<file path="config.mk">
export PLATFORM = sky130hd
export DESIGN_NAME = mul_booth_pipe
export DESIGN_NICKNAME = d
export VERILOG_FILES = /design/src/rtl/mul_booth_pipe.sv
export SDC_FILE = /design/constraint.sdc
export NUM_CORES = 1
export LEC_CHECK = 0
export ABC_AREA = 1
export CELL_PAD_IN_SITES_DETAIL_PLACEMENT = 1
export CELL_PAD_IN_SITES_GLOBAL_PLACEMENT = 1
export CORE_MARGIN = 2
export CORE_UTILIZATION = 54
export DETAILED_ROUTE_END_ITERATION = 12
export PLACE_DENSITY = 0.87
export SYNTH_ARGS = -nofsm -noshare
export SYNTH_HDL_FRONTEND = slang
export SYNTH_SLANG_ARGS = --single-unit
</file>
<file path="constraint.sdc">
create_clock -name clk -period 16.15 [get_ports clk]
set_clock_uncertainty 0.2 [all_clocks]
set_input_delay 4.845 -clock clk [delete_from_list [all_inputs] [get_ports clk]]
set_output_delay 4.845 -clock clk [all_outputs]
set_load 0.05 [all_outputs]
</file>
<file path="src/rtl/mul_booth_pipe.sv">
// Pipelined radix-4 Booth multiplier, signed or unsigned per operand pair.
// Stages: input capture, Booth partial products, 3:2 CSA reduction, CLA final add.
module mul_booth_pipe #(
  parameter int W  = 16,
  parameter int TW = 4
) (
  input  logic            clk,
  input  logic            rst,
  input  logic            in_valid,
  output logic            in_ready,
  input  logic [W-1:0]    in_a,
  input  logic [W-1:0]    in_b,
  input  logic            in_signed,
  input  logic [TW-1:0]   in_tag,
  output logic            out_valid,
  input  logic            out_ready,
  output logic [2*W-1:0]  out_product,
  output logic [TW-1:0]   out_tag
);
  localparam int PW  = 2 * W;
  localparam int EW  = W + 2;
  localparam int NPP = EW / 2;
  localparam int NR  = NPP + 1;

  logic                 en;
  logic                 vld_p0, vld_p1, vld_p2;
  logic [W-1:0]         a_p0, b_p0;
  logic                 sgn_p0;
  logic [TW-1:0]        tag_p0, tag_p1, tag_p2;
  logic [PW-1:0]        pp_p1 [NPP];
  logic [PW-1:0]        negc_p1;
  logic [PW-1:0]        sum_p2, carry_p2;

  logic signed [EW-1:0] ext_a, ext_b;
  logic [EW:0]          b_win;
  logic [PW-1:0]        pp_c [NPP];
  logic [PW-1:0]        negc_c;
  logic [PW-1:0]        lvl [NR];
  logic [PW-1:0]        nxt [NR];
  int                   cnt;
  logic [PW-1:0]        sum_c, carry_c;

  assign en       = !(out_valid && !out_ready);
  assign in_ready = en;

  function automatic logic booth_neg(input logic [2:0] sel);
    return sel[2] & ~(sel[1] & sel[0]);
  endfunction

  // Row = digit * a * 4^idx in ones'-complement form; the +1 lives in the negate-carry row.
  function automatic logic [PW-1:0] booth_row(input logic signed [EW-1:0] a,
                                              input logic [2:0] sel, input int idx);
    logic [EW:0]   mag;
    logic [PW-1:0] row;
    case (sel)
      3'b001, 3'b010, 3'b101, 3'b110: mag = {a[EW-1], a};
      3'b011, 3'b100:                 mag = {a, 1'b0};
      default:                        mag = '0;
    endcase
    if (booth_neg(sel)) mag = ~mag;
    row = {{(PW-EW-1){mag[EW]}}, mag};
    return row << (2 * idx);
  endfunction

  function automatic logic [PW-1:0] csa_sum(input logic [PW-1:0] x, y, z);
    return x ^ y ^ z;
  endfunction

  function automatic logic [PW-1:0] csa_carry(input logic [PW-1:0] x, y, z);
    return ((x & y) | (x & z) | (y & z)) << 1;
  endfunction

  // Kogge-Stone prefix carry lookahead; carry-out of the top bit is dropped.
  function automatic logic [PW-1:0] cla_add(input logic [PW-1:0] x, y);
    logic [PW-1:0] p, gg, pp;
    p  = x ^ y;
    gg = x & y;
    pp = p;
    for (int d = 1; d < PW; d = d * 2) begin
      for (int i = PW - 1; i >= d; i--) begin
        gg[i] = gg[i] | (pp[i] & gg[i-d]);
        pp[i] = pp[i] & pp[i-d];
      end
    end
    return p ^ (gg << 1);
  endfunction

  // ---- stage 0 -> 1: Booth encoding of the captured operands ----
  assign ext_a = {{2{sgn_p0 & a_p0[W-1]}}, a_p0};
  assign ext_b = {{2{sgn_p0 & b_p0[W-1]}}, b_p0};
  assign b_win = {ext_b, 1'b0};

  always_comb begin
    negc_c = '0;
    for (int i = 0; i < NPP; i++) begin
      pp_c[i]      = booth_row(ext_a, b_win[2*i +: 3], i);
      negc_c[2*i]  = booth_neg(b_win[2*i +: 3]);
    end
  end

  // ---- stage 1 -> 2: layered 3:2 reduction down to sum and carry ----
  always_comb begin
    for (int i = 0; i < NPP; i++) lvl[i] = pp_p1[i];
    lvl[NPP] = negc_p1;
    cnt = NR;
    for (int l = 0; l < NR; l++) begin
      for (int i = 0; i < NR; i++) nxt[i] = '0;
      for (int g = 0; g < NR / 3; g++) begin
        if (g < cnt / 3) begin
          nxt[2*g]   = csa_sum(lvl[3*g], lvl[3*g+1], lvl[3*g+2]);
          nxt[2*g+1] = csa_carry(lvl[3*g], lvl[3*g+1], lvl[3*g+2]);
        end
      end
      for (int r = 0; r < NR; r++) begin
        if (r >= 3 * (cnt / 3) && r < cnt) nxt[2 * (cnt / 3) + r - 3 * (cnt / 3)] = lvl[r];
      end
      if (cnt > 2) begin
        lvl = nxt;
        cnt = 2 * (cnt / 3) + cnt % 3;
      end
    end
    sum_c   = lvl[0];
    carry_c = lvl[1];
  end

  // ---- control and output registers ----
  always_ff @(posedge clk) begin
    if (rst) begin
      vld_p0      <= 1'b0;
      vld_p1      <= 1'b0;
      vld_p2      <= 1'b0;
      out_valid   <= 1'b0;
      out_product <= '0;
      out_tag     <= '0;
    end else if (en) begin
      vld_p0      <= in_valid;
      vld_p1      <= vld_p0;
      vld_p2      <= vld_p1;
      out_valid   <= vld_p2;
      out_product <= cla_add(sum_p2, carry_p2);
      out_tag     <= tag_p2;
    end
  end

  // ---- datapath registers, advanced only by the global enable ----
  always_ff @(posedge clk) begin
    if (en) begin
      a_p0     <= in_a;
      b_p0     <= in_b;
      sgn_p0   <= in_signed;
      tag_p0   <= in_tag;
      pp_p1    <= pp_c;
      negc_p1  <= negc_c;
      tag_p1   <= tag_p0;
      sum_p2   <= sum_c;
      carry_p2 <= carry_c;
      tag_p2   <= tag_p1;
    end
  end

endmodule

</file>
==> results by stage, run 1 <==
STA:
- The worst hold margin is ~210 ps.
- Setup repair after global routing left no endpoint under its margin.
- The max-slew violation count is 0.
- Based on the critical path, the design can be clocked at up to about 0.08 GHz.
- The period utilization is 0.7522.
- Setup total negative slack on the finished layout was measured at 0 ps.
- The final critical-path setup slack is about 4000 ps.
- At the pin with the least slew margin, the transition time is between 1000 and 1500 ps.
- The time the worst path needs with I/O delays and setup is between 10,000 and 15,000 ps.
- Headroom to the max-slew limit came out at 0.1222.
- The setup violation total in the final timing report is 0.
- The hold violation total from the final report came to 0.

Cells and area:
- The antenna diode count is 0.
- The proportion of layout cells with a drive suffix above 1 is 0.06130.
- Compared with the post-synthesis result, the final layout area differs by 12.18%.
- The number of nets at the end of the flow is about 2k.
- The utilization of the core after routing is 0.6146.
- Once layout is complete, the cells apart from fillers number roughly 2.3k.
- After filler insertion, the fill cell instance count of the layout stands at 3,587.
- The cell area after layout is 0.02118 mm2.

Synthesis:
- The cell area that synthesis handed to floorplanning was roughly 0.019 mm2.
- The top cell type's share of synthesized area is 0.4359.
- The synthesized net count is 1,990.
- In this run, synthesis produced a sequential element count of 314.
- The post-synthesis area per instance is 10.89 um2.
- The count of yosys warnings during synthesis is 0.
- The sequential share of the synthesized area is 0.4783.
- The number of flops mapped to enable cells by yosys is between 200 and 300.
- By area the synthesized netlist is led by sky130_fd_sc_hd__edfxtp_1 (44%), sky130_fd_sc_hd__fa_1 (14%), sky130_fd_sc_hd__inv_1 (6.8%).
- Synthesis handed over a netlist of roughly 1.7k instances.
- For this run, the leading register cell type out of synthesis is sky130_fd_sc_hd__edfxtp_1.
- Summed over all instances, the cell type with the most area after synthesis is sky130_fd_sc_hd__edfxtp_1.
- After synthesis, the netlist uses 38 different library cells.
- For this run, asynchronously set or reset flops after synthesis account for 0.

Setup path:
- For this run, the slowest stage of the critical path takes ~940 ps.
- The worst register-to-register path ends at sum_p2[31]$_DFFE_PN_.
- The required time reported for the critical path endpoint is approximately 11,000 ps.
- The critical-path maximum fanout is about 120.
- The kind of cell with the highest combined delay along the critical path is buffers and inverters.
- The data arrival time of the critical path is ~7100 ps.
- The origin of the critical flop-to-flop path is pp_p1[243]$_DFFE_PN_.
- By startpoint and endpoint, the worst setup path is classified as primary input to primary output.
- The worst register-to-register path has a setup slack of 11,730 ps.
- For the worst flop-to-flop path, the logic depth is 10.
- The dominant cell type by count on the critical path is sky130_fd_sc_hd__clkdlybuf4s50_1.
- STA classifies the critical path startpoint as a primary input.
- The cell at the slowest stage of the critical path is sky130_fd_sc_hd__clkdlybuf4s50_1.
- The capturing element type of the critical path is a primary output.
- The buffer and inverter count on the worst path is 4.
- Traced cell by cell, the critical path runs through clkdlybuf4s50_1, nor2_1, buf_4, inv_8, clkdlybuf4s50_1.

Global routing:
- Entering global routing, the biggest net connects around 120 pins.
- The via count of the first global-routing pass is roughly 15k.
- The number of antenna violations at the first check in global routing is 1.
- The all-layer global routing usage is 0.3111.
- For this run the aggregate overflow at the end of global routing stands at 0.
- The wire length of the first global-routing pass is about 84 mm.

Placed design:
- Buffers placed on the I/O ports in this run total 78.
- Once detailed placement completed, the half-perimeter wirelength came to approximately 37 mm.
- The total placed instance area is 0.02000 mm2.
- Prior to clock tree synthesis, the placed netlist has a worst setup slack of between 4000 and 5000 ps.
- In this run, placement finished with an instance count of roughly 2.2k.
- The placer congestion estimate is just under 0.9.

Run:
- The tool flagged a number of max-cap violations equal to 0.

Power and ir drop:
- The standby leakage power is 9.857 nW.
- Across the VDD grid, the largest voltage drop is 0.1032 mV.
- The ratio of total power to cell area is about 230 mW/mm2.
- After layout, the design draws a total of between 4 and 5 mW.

Route:
- In the routed design, unresolved DRC markers number 0.
- The number of vias after detailed routing is 13.20k.
- After detailed routing, the average wire length per cell comes to between 20 and 25 um.
- After the first detailed-routing iteration, the DRC count stood at between 1k and 1.5k.
- The final antenna-violating net count is 0.
- The aggregate routed wire length is 54.73 mm.
- The mean number of vias per cell is slightly below 6.
- The first detailed-routing pass took 6 iterations.

Floorplan:
- Measured along the y axis, the die boundary spans approximately 190 um.
- The standard-cell row count is slightly below 70.
- The die outline area is between 0.03 and 0.04 mm2.
- The horizontal die dimension is about 190 um.
- Pin placement for this block handled 79 I/O pins.
- The core region is between 0.03 and 0.04 mm2.
- The starting density of the core is 0.5478.

Hold path:
- The hold-critical path endpoint is tag_p2[2]$_DFFE_PN_.
- The worst hold path passes through 0 cells.
- The start point of the worst hold path is tag_p1[2]$_DFFE_PN_.
- The path class of the tightest hold or removal check is flop to flop.

CTS:
- The clock slew at the register clock pins of the worst setup and hold paths is 60 ps.
- The total clock sinks is 314.
- The hold buffer count at CTS is 0.
- The clock latency on the worst-skew pair is 550 ps.
- The CTS tree is done.
- The clock tree buffer depth is 3.
- The clock tree root buffer cell is sky130_fd_sc_hd__clkbuf_16.
- The count of cells resized by post-cts repair is 0.
- The maximum level of the CTS H-tree is 2.
- The number of setup buffers added after CTS is 0.
- Buffers inserted during clock tree synthesis total 36.

Outcome:
- The flow ran to the end, and the final reports show no timing, DRC or antenna violations.
## cells by family after synthesis
family / Yosys count / share of synthesized area
buf+inv: 427 / 0.08796
simple gates: 395 / 0.08862
flops: 314 / 0.4783
compound gates: 224 / 0.07490
fa+ha+maj: 215 / 0.1962
xor+xnor: 156 / 0.07238
mux: 2 / 0.001458
other cells: 1 / 0.0001987
## where the power goes
part / internal, mW / switching (mW)
sequential: 1.26 / 0.0957
clock: 0.480 / 0.341
combinational: 1.01 / 1.64
total: 2.75 / 2.08
## worst max path at each step
stage / start / end / cells after the start
2_1_floorplan: out_ready / in_ready / 4
6_report: out_ready / in_ready / 5
3_5_place_dp: out_ready / in_ready / 5
5_1_grt: out_ready / in_ready / 5
3_3_place_gp: out_ready / in_ready / 5
4_1_cts: out_ready / in_ready / 5
## state kept, by name, indices dropped and copies added, names as in the netlist
name and flops:
pp_p1 160, out_product 32, sum_p2 32, carry_p2 28, a_p0 16, b_p0 16
negc_p1 9, out_tag 4, tag_p0 4, tag_p1 4, tag_p2 4, out_valid 1
sgn_p0 1, vld_p0 1, vld_p1 1, vld_p2 1
## cell usage after synthesis (25+ instances only)
library cell,number
sky130_fd_sc_hd__a21oi_1,27
sky130_fd_sc_hd__clkbuf_1,25
sky130_fd_sc_hd__dfxtp_1,40
sky130_fd_sc_hd__edfxtp_1,274
sky130_fd_sc_hd__fa_1,135
sky130_fd_sc_hd__ha_1,80
sky130_fd_sc_hd__inv_1,340
sky130_fd_sc_hd__nand2_1,228
sky130_fd_sc_hd__nand3_1,39
sky130_fd_sc_hd__nor2_1,88
sky130_fd_sc_hd__o21ai_0,43
sky130_fd_sc_hd__o22ai_1,117
sky130_fd_sc_hd__xor2_1,143
## cell type report
type	count	area (um2)	share of cell area
timing repair buffer	83	818.3	0.03864
multi-input combinational	993	8188	0.3866
tap	455	569.3	0.02688
sequential	314	9029	0.4264
clock inverter	21	195.2	0.009217
inverter	371	1400	0.06611
clock buffer	45	977.2	0.04614
## routing by layer
layer | GRT usage | vias to the layer above | part of all wire
met5 | 0 | - | 0.00024
li1 | - | 5733 | -
met3 | 0.05544 | 198 | 0.078
met4 | 0.1562 | 2 | 0.051
met1 | 0.3696 | 6572 | 0.37
met2 | 0.5435 | 697 | 0.50
## cells in the final DEF (no fill, tap or decap), types with 7 or more instances in the layout
cell type | netlist | layout
sky130_fd_sc_hd__clkinv_2 | 0 | 9
sky130_fd_sc_hd__a21oi_1 | 27 | 27
sky130_fd_sc_hd__dfxtp_1 | 40 | 40
sky130_fd_sc_hd__xor2_1 | 143 | 143
sky130_fd_sc_hd__o21bai_1 | 19 | 19
sky130_fd_sc_hd__nor2_2 | 8 | 8
sky130_fd_sc_hd__o22ai_1 | 117 | 117
sky130_fd_sc_hd__inv_2 | 12 | 12
sky130_fd_sc_hd__nor2_4 | 8 | 8
sky130_fd_sc_hd__clkbuf_16 | 0 | 38
sky130_fd_sc_hd__inv_1 | 340 | 339
sky130_fd_sc_hd__clkinv_1 | 19 | 24
sky130_fd_sc_hd__nand2_1 | 228 | 228
sky130_fd_sc_hd__clkbuf_1 | 25 | 7
sky130_fd_sc_hd__o22ai_2 | 10 | 10
sky130_fd_sc_hd__edfxtp_1 | 274 | 274
sky130_fd_sc_hd__fa_1 | 135 | 135
sky130_fd_sc_hd__nor2_1 | 88 | 88
sky130_fd_sc_hd__ha_1 | 80 | 80
sky130_fd_sc_hd__nand3_1 | 39 | 39
sky130_fd_sc_hd__xnor2_1 | 13 | 13
sky130_fd_sc_hd__clkdlybuf4s50_1 | 0 | 78
sky130_fd_sc_hd__o21ai_0 | 43 | 43
Power figures use the tool's default switching activity.
==> run 2: changes to the inputs <==
--- a/config.mk
+++ b/config.mk
@@ -9,9 +9,9 @@
 export CELL_PAD_IN_SITES_DETAIL_PLACEMENT = 1
 export CELL_PAD_IN_SITES_GLOBAL_PLACEMENT = 1
 export CORE_MARGIN = 2
-export CORE_UTILIZATION = 54
+export CORE_UTILIZATION = 45
 export DETAILED_ROUTE_END_ITERATION = 12
-export PLACE_DENSITY = 0.87
+export PLACE_DENSITY = 0.77
 export SYNTH_ARGS = -nofsm -noshare
 export SYNTH_HDL_FRONTEND = slang
 export SYNTH_SLANG_ARGS = --single-unit
==> constraint.sdc (replaced) <==
create_clock -name clk -period 10.84 [get_ports clk]
set_clock_uncertainty 0.2 [all_clocks]
set_input_delay 3.252 -clock clk [delete_from_list [all_inputs] [get_ports clk]]
set_output_delay 3.252 -clock clk [all_outputs]
set_load 0.05 [all_outputs]
==> results by stage, run 2 (synthesis results as in run 1) <==
Outcome:
- Run status: finished, final reports clean (unchanged).

STA:
- The worst hold margin came to 222.0 ps (was 212.1 ps).
- The total negative slack for setup checks is 0 ps (unchanged).
- The max-slew violation count is 0 (unchanged).
- The hold violation total from the final report is 0 (unchanged).
- The worst max-slew margin expressed relative to the limit is 0.04386 (was 0.1222).
- The maximum frequency from static timing analysis is 0.1079 GHz.
- The pin slew with the least headroom to its limit is 1406 ps (was 1291 ps).
- The final critical-path setup slack is 1575 ps (was 4002 ps).
- RSZ-0062 raised after global routing: false (unchanged).
- The time the worst path needs with I/O delays and setup is between 9000 and 10,000 ps.
- Dividing the final minimum period by the clock period gives 0.8547.
- The setup violation total in the final timing report is 0 (unchanged).

Hold path:
- The hold path depth was 0 (unchanged).
- The class of the most critical hold timing path is flop to flop (unchanged).

Cells and area:
- The commonest non-fill, non-tap cell in the layout was sky130_fd_sc_hd__inv_1 (unchanged).
- The number of inserted filler cells in the final layout is 4,452 (was 3,587).
- The largest register by flop count is pp_p1 (unchanged).
- The layout-stage area growth over the synthesis result is 13.23% (was 12.18%).
- The proportion of layout cells with a drive suffix above 1 was 0.06147 (was 0.06130).
- Largest registers in the final layout: pp_p1: 160 flops, out_product: 32 flops, sum_p2: 32 flops (unchanged).
- The number of nets at the end of the flow came to 2,053 (was 2,055).
- Commonest cells after routing, fill and taps aside: sky130_fd_sc_hd__inv_1 (339), sky130_fd_sc_hd__edfxtp_1 (274), sky130_fd_sc_hd__nand2_1 (228) (unchanged).
- The multi-input combinational cell area came to 0.008190 mm2 (was 0.008188 mm2).
- The antenna diode count is 0 (unchanged).
- The footprint of the flip-flops and latches is 0.009029 mm2 (unchanged).
- The flip-flop count of the largest register, all copies and words added came to 160 (unchanged).

Global routing:
- The via count of the first global-routing pass is 13.69k (was 14.64k).
- The total congestion overflow is 0 (unchanged).
- The wire length of the first global-routing pass came to 75.73 mm (was 84.46 mm).
- The number of antenna violations at the first check in global routing was 0 (was 1).
- The all-layer global routing usage was 0.2265 (was 0.3111).
- The pin count of the biggest net entering global routing is 208 (was 117).

Route:
- The met1 routed wirelength after detailed routing is 19.45 mm (was 20.07 mm).
- The DRC violation count after routing came to 0 (unchanged).
- The total length of routed met2 wires is 24.48 mm (was 27.61 mm).
- The highest metal layer with signal wires is met4 (was met5).
- The number of vias after detailed routing was 12.44k (was 13.20k).
- The met3 layer wire length in the routed design is 2.574 mm (was 4.242 mm).
- The mean number of vias per cell is 5.267 (was 5.785).
- The aggregate routed wire length was 48.21 mm (was 54.73 mm).
- The starting DRC count in detailed routing is 936 (was 1,208).
- The iteration count of the initial detailed-routing pass is 5 (was 6).
- The average wire per standard cell is 20.42 um (was 23.98 um).
- The final antenna-violating net count is 0 (unchanged).

Floorplan:
- The starting density of the core is 0.4531 (was 0.5478).
- The horizontal die dimension is 208.8 um (was 191.0 um).
- The boundary pin count is 79 (unchanged).
- The area inside the core boundary is 0.04167 mm2 (was 0.03446 mm2).
- The die height came to 208.8 um (was 191.0 um).
- The die outline area was 0.04360 mm2 (was 0.03647 mm2).
- The standard-cell row count is 75 (was 68).

Setup path:
- The highest cell delay on the worst timing path is 850 ps (was 940 ps).
- The startpoint type of the worst setup path is a primary input (unchanged).
- Worst path cell trace: clkdlybuf4s50_1, nor2_2, inv_8, clkdlybuf4s50_1 (was clkdlybuf4s50_1, nor2_1, buf_4, inv_8, clkdlybuf4s50_1).
- The logic depth of the worst path, buffers included is 4 (was 5).
- The data arrival time of the critical path was 5810 ps (was 7100 ps).
- The cell at the slowest stage of the critical path is sky130_fd_sc_hd__clkdlybuf4s50_1 (unchanged).
- The dominant delay contributor by cell family on the critical path was buffers and inverters (unchanged).
- The required time reported for the critical path endpoint is 7390 ps (was 11,100 ps).
- The cell depth of the worst flop-to-flop path is 10 (unchanged).
- The capturing element type of the critical path was a primary output (unchanged).
- The buffer and inverter count on the worst path came to 3 (was 4).
- The critical setup path kind is primary input to primary output (unchanged).
- The dominant cell type by count on the critical path is sky130_fd_sc_hd__clkdlybuf4s50_1 (unchanged).
- The critical-path maximum fanout was 127 (was 116).

Placed design:
- The estimated wirelength of the detail-placed design is 33.55 mm (was 36.63 mm).
- The worst slack at placement is 1534 ps (was 4009 ps).
- The placer congestion estimate is 0.8386 (was 0.8852).
- The number of I/O port buffers is 78 (unchanged).

Power and ir drop:
- The combinational fraction of design power came to 0.518 (was 0.549).
- The share of total power consumed by net switching is 0.4065 (was 0.4304).
- The clock power share is 0.189 (was 0.170).
- The net switching power of the design was 2.805 mW (was 2.080 mW).
- The standby leakage power is 9.894 nW (was 9.857 nW).
- The design internal power is 4.096 mW (was 2.753 mW).
- The sequential share of power is 0.292 (was 0.281).
- The ratio of total power to cell area is 322.9 mW/mm2 (was 228.2 mW/mm2).
- The maximum ir drop on the vdd rail was 0.1351 mV (was 0.1032 mV).

CTS:
- The clock slew at the register clock pins of the worst setup and hold paths came to 60 ps (about the same).
- The number of setup buffers added after CTS was 0 (unchanged).
- The total clock sinks is 314 (unchanged).
- The clock latency on the worst-skew pair came to 550 ps (about the same).
- The maximum level of the CTS H-tree came to 2 (unchanged).
- The clock tree buffer depth is 3 (unchanged).
- The hold buffer count at CTS is 0 (unchanged).
- The clock tree root buffer cell is sky130_fd_sc_hd__clkbuf_16 (unchanged).
- The CTS buffer count is 38 (was 36).
- The count of cells resized by post-cts repair was 0 (unchanged).
- The CTS tree is done (unchanged).

Run:
- The number of maximum-capacitance violations is 0 (unchanged).
## run 2: cell count changes in the layout (fill, tap and decap cells not counted), sizes merged
cell	change
buf	-4
bufinv	+1
clkbuf	+4
clkinv	-7
clkinvlp	+1
## run 2: final cells by class
| class | count | share of cell area |
|---|---|---|
| multi-input cells | 993 | 0.3832 |
| clock buffers | 49 | 0.05134 |
| clock inverters | 16 | 0.008547 |
| repair buffers | 79 | 0.03746 |
| well taps | 539 | 0.03155 |
| inverters | 371 | 0.06550 |
| flip-flops and latches | 314 | 0.4224 |
## run 2: stage by stage
step / instances / instance area [um2] / power [mW] / util
after floorplan: 1734 / 18880 / 4.439 / -
after global placement: 2296 / 20090 / 5.352 / 0.4823
after detailed placement: 2296 / 20090 / 5.627 / 0.4823
after CTS: 2361 / 21370 / 7.010 / 0.5130
after global routing: 2361 / 21370 / 7.539 / 0.5130
final: 2361 / 21370 / 6.901 / 0.5130
## run 2: layer usage
layer  vias to the layer above  GRT usage
li1                       5728          -
met1                      6220     0.2744
met2                       378     0.4036
met3                       109    0.03502
met4                         0    0.09335
met5                         -          0
## run 2: worst paths after layout
check / start / to / slack (ps)
min reg2reg: tag_p1[1]$_DFFE_PN_ / tag_p2[1]$_DFFE_PN_ / 220
min: tag_p1[1]$_DFFE_PN_ / tag_p2[1]$_DFFE_PN_ / 220
max reg2reg: pp_p1[273]$_DFFE_PN_ / sum_p2[31]$_DFFE_PN_ / 6860
max: out_ready / in_ready / 1580
## run 2: power by group through the flow
stage / registers, mW / clock network, mW / logic [mW]
final: 2.02 / 1.31 / 3.58
after global placement: 2.02 / 0 / 3.33
after detailed placement: 2.04 / 0 / 3.58
after floorplan: 2.15 / 0 / 2.28
after CTS: 2.02 / 1.33 / 3.65
after global routing: 2.05 / 1.37 / 4.12
## run 2: worst register-to-register path, stage by stage (launching register included)
cell and delay, ps:
sky130_fd_sc_hd__edfxtp_1 430, sky130_fd_sc_hd__inv_1 130, sky130_fd_sc_hd__fa_1 830, sky130_fd_sc_hd__fa_1 580
sky130_fd_sc_hd__inv_1 160, sky130_fd_sc_hd__fa_1 450, sky130_fd_sc_hd__fa_1 390, sky130_fd_sc_hd__xnor2_1 210
sky130_fd_sc_hd__xnor2_1 160, sky130_fd_sc_hd__xnor2_1 150, sky130_fd_sc_hd__inv_1 50
==> run 3: changes to the inputs <==
--- a/config.mk
+++ b/config.mk
@@ -9,9 +9,9 @@
 export CELL_PAD_IN_SITES_DETAIL_PLACEMENT = 1
 export CELL_PAD_IN_SITES_GLOBAL_PLACEMENT = 1
 export CORE_MARGIN = 2
-export CORE_UTILIZATION = 45
+export CORE_UTILIZATION = 50
 export DETAILED_ROUTE_END_ITERATION = 12
-export PLACE_DENSITY = 0.77
+export PLACE_DENSITY = 0.81
 export SYNTH_ARGS = -nofsm -noshare
 export SYNTH_HDL_FRONTEND = slang
 export SYNTH_SLANG_ARGS = --single-unit
==> constraint.sdc (replaced) <==
create_clock -name clk -period 10.3 [get_ports clk]
set_clock_uncertainty 0.2 [all_clocks]
set_input_delay 3.09 -clock clk [delete_from_list [all_inputs] [get_ports clk]]
set_output_delay 3.09 -clock clk [all_outputs]
set_load 0.05 [all_outputs]
==> results by stage, run 3 (synthesis results as in run 1) <==
STA:
- The total negative slack for setup checks is 0 ps (unchanged).
- The routed design could run at a clock period as short as roughly 8600 ps.
- The hold violation total from the final report is 0 (unchanged).
- The worst max-slew margin expressed relative to the limit is 0.1141 (was 0.04386).
- Based on the critical path, the design can be clocked at up to between 0.1 and 0.15 GHz.
- The setup violation total in the final timing report is 0 (unchanged).
- The final critical-path setup slack is 1652 ps (was 1575 ps).
- The pin slew with the least headroom to its limit is 1303 ps (was 1406 ps).
- RSZ-0062 raised after global routing: false (unchanged).
- The period utilization is 0.8396.
- The max-slew violation count is 0 (unchanged).

Placed design:
- The placer congestion estimate is 0.8781 (was 0.8386).
- The worst slack at placement is 1662 ps (was 1534 ps).
- The number of I/O port buffers is 78 (unchanged).
- The post-placement cell count is 2,270 (was 2,296).
- The estimated wirelength of the detail-placed design came to 34.17 mm (was 33.55 mm).

Global routing:
- The all-layer global routing usage is 0.2673 (was 0.2265).
- The total congestion overflow is 0 (unchanged).
- The pin count of the biggest net entering global routing is 163 (was 208).
- The number of antenna violations at the first check in global routing is 0 (unchanged).
- The wire length of the first global-routing pass is 78.60 mm (was 75.73 mm).
- The via count of the first global-routing pass is 14.10k (was 13.69k).

Power and ir drop:
- The standby leakage power is 9.817 nW (was 9.894 nW).
- The maximum ir drop on the vdd rail is 0.1717 mV (was 0.1351 mV).
- The ratio of total power to cell area is 344.4 mW/mm2 (was 322.9 mW/mm2).

Setup path:
- The capture instance of the worst register-to-register path is sum_p2[31]$_DFFE_PN_ (unchanged).
- The critical-path maximum fanout was 98 (was 127).
- The highest cell delay on the worst timing path came to 1020 ps (was 850 ps).
- The dominant delay contributor by cell family on the critical path is buffers and inverters (unchanged).
- The critical setup path kind was primary input to primary output (unchanged).
- The startpoint type of the worst setup path is a primary input (unchanged).
- The data arrival time of the critical path is 5360 ps (was 5810 ps).
- The origin of the critical flop-to-flop path is pp_p1[273]$_DFFE_PN_ (unchanged).
- The cell depth of the worst flop-to-flop path is 10 (unchanged).
- The worst-case register-to-register setup slack is 6240 ps (was 6860 ps).
- The required time reported for the critical path endpoint came to 7010 ps (was 7390 ps).
- The dominant cell type by count on the critical path is sky130_fd_sc_hd__clkdlybuf4s50_1 (unchanged).
- The cell at the slowest stage of the critical path is sky130_fd_sc_hd__clkdlybuf4s50_1 (unchanged).
- Worst path cell trace: clkdlybuf4s50_1, nor2_1, buf_4, inv_8, clkdlybuf4s50_1 (was clkdlybuf4s50_1, nor2_2, inv_8, clkdlybuf4s50_1).
- The buffer and inverter count on the worst path is 4 (was 3).
- The capturing element type of the critical path is a primary output (unchanged).

Hold path:
- The class of the most critical hold timing path is flop to flop (unchanged).
- The hold-critical path endpoint is tag_p1[1]$_DFFE_PN_ (was tag_p2[1]$_DFFE_PN_).
- The hold path depth was 0 (unchanged).
- The start point of the worst hold path was tag_p0[1]$_DFFE_PN_ (was tag_p1[1]$_DFFE_PN_).

Route:
- The met3 layer wire length in the routed design was 3.004 mm (was 2.574 mm).
- The iteration count of the initial detailed-routing pass was 5 (unchanged).
- The met1 routed wirelength after detailed routing came to 20.00 mm (was 19.45 mm).
- The mean number of vias per cell is 5.464 (was 5.267).
- The total length of routed met2 wires is 25.31 mm (was 24.48 mm).
- The final antenna-violating net count is 0 (unchanged).
- The aggregate routed wire length was 50.13 mm (was 48.21 mm).
- The average wire per standard cell is 21.47 um (was 20.42 um).
- The number of vias after detailed routing is 12.76k (was 12.44k).
- The DRC violation count after routing came to 0 (unchanged).
- The highest metal layer with signal wires is met4 (unchanged).
- The starting DRC count in detailed routing came to 1,000 (was 936).

Floorplan:
- The area inside the core boundary came to 0.03740 mm2 (was 0.04167 mm2).
- The die height is 198.3 um (was 208.8 um).
- The standard-cell row count is 71 (was 75).
- The starting density of the core is 0.5047 (was 0.4531).
- The boundary pin count came to 79 (unchanged).
- The die outline area is 0.03932 mm2 (was 0.04360 mm2).
- The horizontal die dimension is 198.3 um (was 208.8 um).

Cells and area:
- The final standard cell count with taps included and fillers excluded came to 2,335 (was 2,361).
- The layout-stage area growth over the synthesis result is 12.18% (was 13.23%).
- The flip-flop count of the largest register, all copies and words added is 160 (unchanged).
- The antenna diode count is 0 (unchanged).
- The largest register by flop count was pp_p1 (unchanged).
- Largest registers in the final layout: pp_p1: 160 flops, out_product: 32 flops, sum_p2: 32 flops (unchanged).
- The proportion of layout cells with a drive suffix above 1 is 0.05647 (was 0.06147).
- The commonest non-fill, non-tap cell in the layout is sky130_fd_sc_hd__inv_1 (unchanged).
- Commonest cells after routing, fill and taps aside: sky130_fd_sc_hd__inv_1 (339), sky130_fd_sc_hd__edfxtp_1 (274), sky130_fd_sc_hd__nand2_1 (228) (unchanged).
- The number of nets at the end of the flow is 2,053 (unchanged).

CTS:
- The clock tree buffer depth is 3 (unchanged).
- The number of setup buffers added after CTS is 0 (unchanged).
- The clock latency on the worst-skew pair came to 560 ps (was 550 ps).
- The CTS buffer count is 36 (was 38).
- The maximum level of the CTS H-tree came to 2 (unchanged).
- The CTS tree is done (unchanged).
- The total clock sinks is 314 (unchanged).
- The count of cells resized by post-cts repair is 0 (unchanged).
- The clock slew at the register clock pins of the worst setup and hold paths is 60 ps (about the same).
- The clock tree root buffer cell was sky130_fd_sc_hd__clkbuf_16 (unchanged).
- The hold buffer count at CTS is 0 (unchanged).

Outcome:
- Run status: finished, final reports clean (unchanged).

Run:
- The number of maximum-capacitance violations was 0 (unchanged).
run 3: worst max-delay path by stage:
stage | from | to | cells after the start
after floorplan | out_ready | in_ready | 4
after global placement | out_ready | in_ready | 5
after detailed placement | out_ready | in_ready | 5
after CTS | out_ready | in_ready | 5
after global routing | out_ready | in_ready | 5
final | out_ready | in_ready | 5
run 3: power by group:
group | switching [mW] | internal [mW] | leakage [nW]
Clock | 0.527 | 0.702 | 0.540
Sequential | 0.147 | 1.98 | 3.30
Combinational | 2.40 | 1.53 | 5.98
run 3: routing by layer:
metal	vias up	global-route usage
met1	6399	0.3238
li1	5734	-
met4	0	0.1080
met3	132	0.04871
met5	-	0
met2	493	0.4710
run 3: final cells by class:
type,instances,area (um2)
Fill cell,3945,16220
Sequential cell,314,9029
Multi-Input combinational cell,993,8188
Inverter,371,1400
Clock buffer,53,1039
Timing Repair Buffer,81,815.8
Tap cell,511,639.4
Clock inverter,12,65.06
run 3: worst register-to-register path, cell delays in order, from the launching register on:
cell and delay (ps):
sky130_fd_sc_hd__edfxtp_1 430, sky130_fd_sc_hd__inv_1 140, sky130_fd_sc_hd__fa_1 840, sky130_fd_sc_hd__fa_1 600, sky130_fd_sc_hd__inv_1 170, sky130_fd_sc_hd__fa_1 450
sky130_fd_sc_hd__fa_1 390, sky130_fd_sc_hd__xnor2_1 200, sky130_fd_sc_hd__xnor2_1 170, sky130_fd_sc_hd__xnor2_1 150, sky130_fd_sc_hd__inv_1 60
run 3: stage by stage:
stage	total power, mW	hold slack [ps]	utilization	cell area (um2)
finish	7.294	221.3	0.5662	21180
global route	7.960	227.1	0.5662	21180
CTS	7.405	220.1	0.5662	21180
detailed placement	6.052	205.6	0.5367	20070
global placement	5.640	201.1	0.5367	20070
floorplan	4.672	200.3	-	18880
